### src/rtl/shift_sequencer.sv
// Multi-cycle shifter: SLL / SRL / SRA by a variable amount, one bit position per cycle.
// The ALU pulses start, then waits for the one-cycle done pulse that carries the result.
module shift_sequencer #(
    parameter int WIDTH = 32,
    parameter int AMTW  = 5
) (
    input  logic             clk,
    input  logic             reset,
    input  logic             start,
    input  logic [1:0]       op,
    input  logic [WIDTH-1:0] a,
    input  logic [AMTW-1:0]  shamt,
    output logic             busy,
    output logic             done,
    output logic [WIDTH-1:0] result
);

    typedef enum logic [1:0] {IDLE, SHIFT, FINISH} state_t;

    state_t           state, state_nx;
    logic [WIDTH-1:0] w, w_shift;
    logic [AMTW-1:0]  cnt;
    logic [1:0]       op_q;

    always_comb begin
        w_shift = w;
        case (op_q)
            2'b00:   w_shift = {w[WIDTH-2:0], 1'b0};
            2'b01:   w_shift = {1'b0, w[WIDTH-1:1]};
            default: w_shift = {w[WIDTH-1], w[WIDTH-1:1]};
        endcase
    end

    // A zero amount or the reserved op skips SHIFT, so the counter never wraps.
    always_comb begin
        state_nx = state;
        case (state)
            IDLE:    if (start) state_nx = (shamt == '0 || op == 2'b11) ? FINISH : SHIFT;
            SHIFT:   if (cnt == AMTW'(1)) state_nx = FINISH;
            FINISH:  state_nx = IDLE;
            default: state_nx = IDLE;
        endcase
    end

    always_ff @(posedge clk) begin
        if (reset) begin
            state  <= IDLE;
            w      <= '0;
            cnt    <= '0;
            op_q   <= '0;
            busy   <= 1'b0;
            done   <= 1'b0;
            result <= '0;
        end else begin
            state <= state_nx;
            done  <= 1'b0;
            case (state)
                IDLE: if (start) begin
                    w    <= a;
                    cnt  <= shamt;
                    op_q <= op;
                    busy <= (state_nx == SHIFT);
                end
                SHIFT: begin
                    w   <= w_shift;
                    cnt <= cnt - 1'b1;
                end
                FINISH: begin
                    result <= w;
                    done   <= 1'b1;
                    busy   <= 1'b0;
                end
                default: ;
            endcase
        end
    end

endmodule

### config.mk
export PLATFORM = sky130hd
export DESIGN_NAME = shift_sequencer
export DESIGN_NICKNAME = d
export VERILOG_FILES = /design/src/rtl/shift_sequencer.sv
export SDC_FILE = /design/constraint.sdc
export NUM_CORES = 1
export LEC_CHECK = 0
export CELL_PAD_IN_SITES_DETAIL_PLACEMENT = 1
export CELL_PAD_IN_SITES_GLOBAL_PLACEMENT = 1
export CORE_ASPECT_RATIO = 1.75
export CORE_MARGIN = 2
export CORE_UTILIZATION = 39
export CTS_BUF_LIST = sky130_fd_sc_hd__clkbuf_8
export CTS_CLUSTER_DIAMETER = 120
export CTS_CLUSTER_SIZE = 24
export DETAILED_ROUTE_END_ITERATION = 8
export PLACE_DENSITY_LB_ADDON = 0.1
export SYNTH_ARGS = -nofsm -noshare
export SYNTH_HDL_FRONTEND = slang
export SYNTH_SLANG_ARGS = --single-unit
export TNS_END_PERCENT = 10
### constraint.sdc
create_clock -name clk -period 1.8 [get_ports clk]
set_input_delay 0.36 -clock clk [delete_from_list [all_inputs] [get_ports clk]]
set_output_delay 0.36 -clock clk [all_outputs]
set_load 0.02 [all_outputs]
==> metrics.yaml <==
run_status:
  status: "complete, no violations"
clock_tree:
  cts_hold_repair.buffers: 0
  clkSinkCount: 75
  number_of_buffers_on_the_longest_clock_path: 2
  cts_max_level: 3
  cts_setup_buffers: 0
  cts.repair.resized: 0
  root_buffer: "sky130_fd_sc_hd__clkbuf_8"
  clock_tree_from_tritoncts: "yes"
  worst_skew_late_latency_ns: 0.36
  tritoncts_buffer_count: 9
  clk_transition_reported_paths_ns: 0.07
logic_synthesis:
  number_of_cells_produced_by_synthesis: 428
  postSynth.asyncResetShare_pct: 0
  synth_sequential_area_ratio_pct: 42.36
  synth.yosys.warnings: 0
  dominantRegCellSynth: "sky130_fd_sc_hd__dfxtp_1"
  synth-edff-count: 0
  syn_nets: 472
  ys_ff_latch: 75
  synthesis.area_um2: 3545
  synthesis.area_per_instance_um2: 8.282
  number_of_library_cell_types_mapped_by_synthesis: 46
finish:
  area.growth.synth_to_final_pct: 31.56
  finish.instance_area_um2: 4663
  fin_nets: 537
  fillers: 1107
  layoutNonFillerInstCount: 617
  antenna-diode-count: 0
  post_route_cells_drive_above_1_share_pct: 11.07
worst_setup_path:
  worst_path_cell_chain: "clkdlybuf4s50_1"
  cp.arrival_ns: 1.37
  worstSetupStartpointType: "register"
  critPathMaxStageDelay_ns: 0.63
  criticalPathCategory: "reg -> out"
  critical_path.top_delay_family: "buffers and inverters"
  critical_path.endpoint_type: "output pin"
  crit_fanout: 2
  crit_required_ns: 1.44
  cp_num_buf_inv: 1
  max_stage_delay_cell_worst_path: "sky130_fd_sc_hd__clkdlybuf4s50_1"
drt:
  dr.first_iter.drc_count: 213
  finalWirelength_um: 10150
  drt_first_pass_iters: 4
  drt_drc: 0
  detail_route.wl_per_cell_um: 16.44
  route.detailed.vias_per_inst: 5.525
  ant_nets: 0
  num_vias: 3409
timing:
  drv_slew: 0
  unrepaired_setup_endpoints_after_global_routing: "false"
  slew_headroom_pct: 69.37
  max_clock_freq_mhz: 578.6
  setup_viol: 0
  final_hold_viol_count: 0
  finalCritPeriodShare_pct: 96.01
  worst_slew_pin_slew_ns: 0.4589
  post-route-min-period_ns: 1.728
  worst_clock_skew_ns: 0.007077
place:
  gp_congestion: 0.7855
  place.detailed.hpwl_um: 6956
  dpl_cell_area_um2: 4469
  place.detailed.instances: 602
  portBuffers: 75
pwr:
  power_density_nw_per_um2: 911.2
  max-vdd-ir-drop_v: 0.0005041
  total_leakage_power_nw: 1.642
floorplanning:
  core.rowCount: 46
  core_region_area_um2: 8979
  dieArea_um2: 9897
  dieHeight_um: 130.1
  initial_utilization_pct: 39.48
  floorplan.io_pins: 76
  die_w_um: 76.07
hold_path:
  hp-class: "reg -> reg"
grt:
  grt_remaining_overflow: 0
  grt_max_degree: 46
  grt_use_total_pct: 21.34
  via_count_of_the_first_global_routing_pass: 3450
  antenna_found_initial: 0
  grt_pass1_wl_um: 16860
run:
  cap_viol_max_count: 0
per-layer routing:
metal  global-route usage [%]  up-vias  share of wire, %
li1                         -     1651                 -
met1                    23.98     1666                41
met2                    39.81       77                53
met3                    3.389       15               3.7
met4                    9.519        0               2.1
met5                        0        -                 0
kinds of logic after synthesis:
group                      after synthesis  share of synthesized area [%]
AOI/OAI and AO/OA                      149                          31.80
and+or+nand+nor                        121                          14.90
buffers and inverters                   79                          9.671
DFF                                     75                          42.36
muxes                                    2                         0.5648
adders and majority gates                2                         0.7059
cell usage after synthesis (all sizes together), types with 2 or more instances:
cell | number | area (µm²)
dfxtp | 75 | 1501
nand2 | 66 | 247.7
a21oi | 38 | 190.2
nor2 | 37 | 138.9
inv | 36 | 135.1
o21ai | 33 | 165.2
o311a | 30 | 300.3
o32ai | 30 | 315.3
buf | 25 | 138.9
clkbuf | 18 | 68.81
nand2b | 5 | 31.28
nor2b | 3 | 18.77
a32oi | 2 | 17.52
ha | 2 | 25.02
mux2i | 2 | 20.02
o21a | 2 | 15.01
o221a | 2 | 22.52
o311ai | 2 | 17.52
or2 | 2 | 12.52
power by group:
group | switching (mW) | total (mW) | leakage (nW) | internal (mW)
Combinational | 0.520 | 0.992 | 0.920 | 0.472
Clock | 0.622 | 1.32 | 0.108 | 0.697
Sequential | 0.132 | 1.94 | 0.614 | 1.81
Total | 1.27 | 4.25 | 1.64 | 2.97
per-stage QoR:
stage | setup TNS, ns | worst slack [ns] | power (mW) | hold slack (ns) | utilization (%)
CTS | 0 | 0.02897 | 4.301 | 0.4595 | 51.94
global placement | -0.02032 | -0.01439 | 2.943 | 0.4411 | 49.78
floorplan | 0 | 0.4720 | 2.585 | 0.4319 | -
finish | 0 | 0.07181 | 4.249 | 0.4571 | 51.94
global route | 0 | 0.03436 | 4.469 | 0.4834 | 51.94
detailed placement | -0.1348 | -0.04851 | 2.971 | 0.4489 | 49.78
final cells by class:
cell class                      count  area, µm²  share of cell area (%)
Clock buffer                       11      151.4                   3.247
Tap cell                          120      150.1                   3.220
Sequential cell                    75       1504                   32.25
Inverter                           36      135.1                   2.898
Timing Repair Buffer               97      965.9                   20.71
Clock inverter                      4      42.54                  0.9123
Multi-Input combinational cell    274       1714                   36.76
cell usage in the layout (no fill, tap or decap), types with 7 or more instances in the layout:
| master | count |
|---|---|
| sky130_fd_sc_hd__a21oi_1 | 38 |
| sky130_fd_sc_hd__buf_4 | 18 |
| sky130_fd_sc_hd__clkbuf_8 | 11 |
| sky130_fd_sc_hd__clkdlybuf4s50_1 | 75 |
| sky130_fd_sc_hd__dfxtp_1 | 73 |
| sky130_fd_sc_hd__inv_1 | 37 |
| sky130_fd_sc_hd__nand2_1 | 66 |
| sky130_fd_sc_hd__nor2_1 | 37 |
| sky130_fd_sc_hd__o21ai_0 | 32 |
| sky130_fd_sc_hd__o311a_1 | 30 |
| sky130_fd_sc_hd__o32ai_1 | 23 |
| sky130_fd_sc_hd__o32ai_2 | 7 |
flip-flops by register name, indices dropped and copies added, names as in the netlist:
name,flops
done,1
op_q,2
busy,1
w,32
result,32
cnt,5
state,2
worst min-delay path: cells and delay by family, from the launching register on:
kind            cells  cell delay, ns
compound gates      1            0.05
simple gates        1            0.05
flops               1            0.31
final timing paths:
path                                  from         end  slack, ns  depth (start not counted)
worst min register to register  result[18]  result[18]       0.46                          2
worst min-delay path            result[18]  result[18]       0.46                          2
worst max-delay path            result[25]  result[25]       0.07                          1
worst max register to register    state[0]       w[17]       0.28                          4
Note: power is estimated with default switching activity, not from simulation.
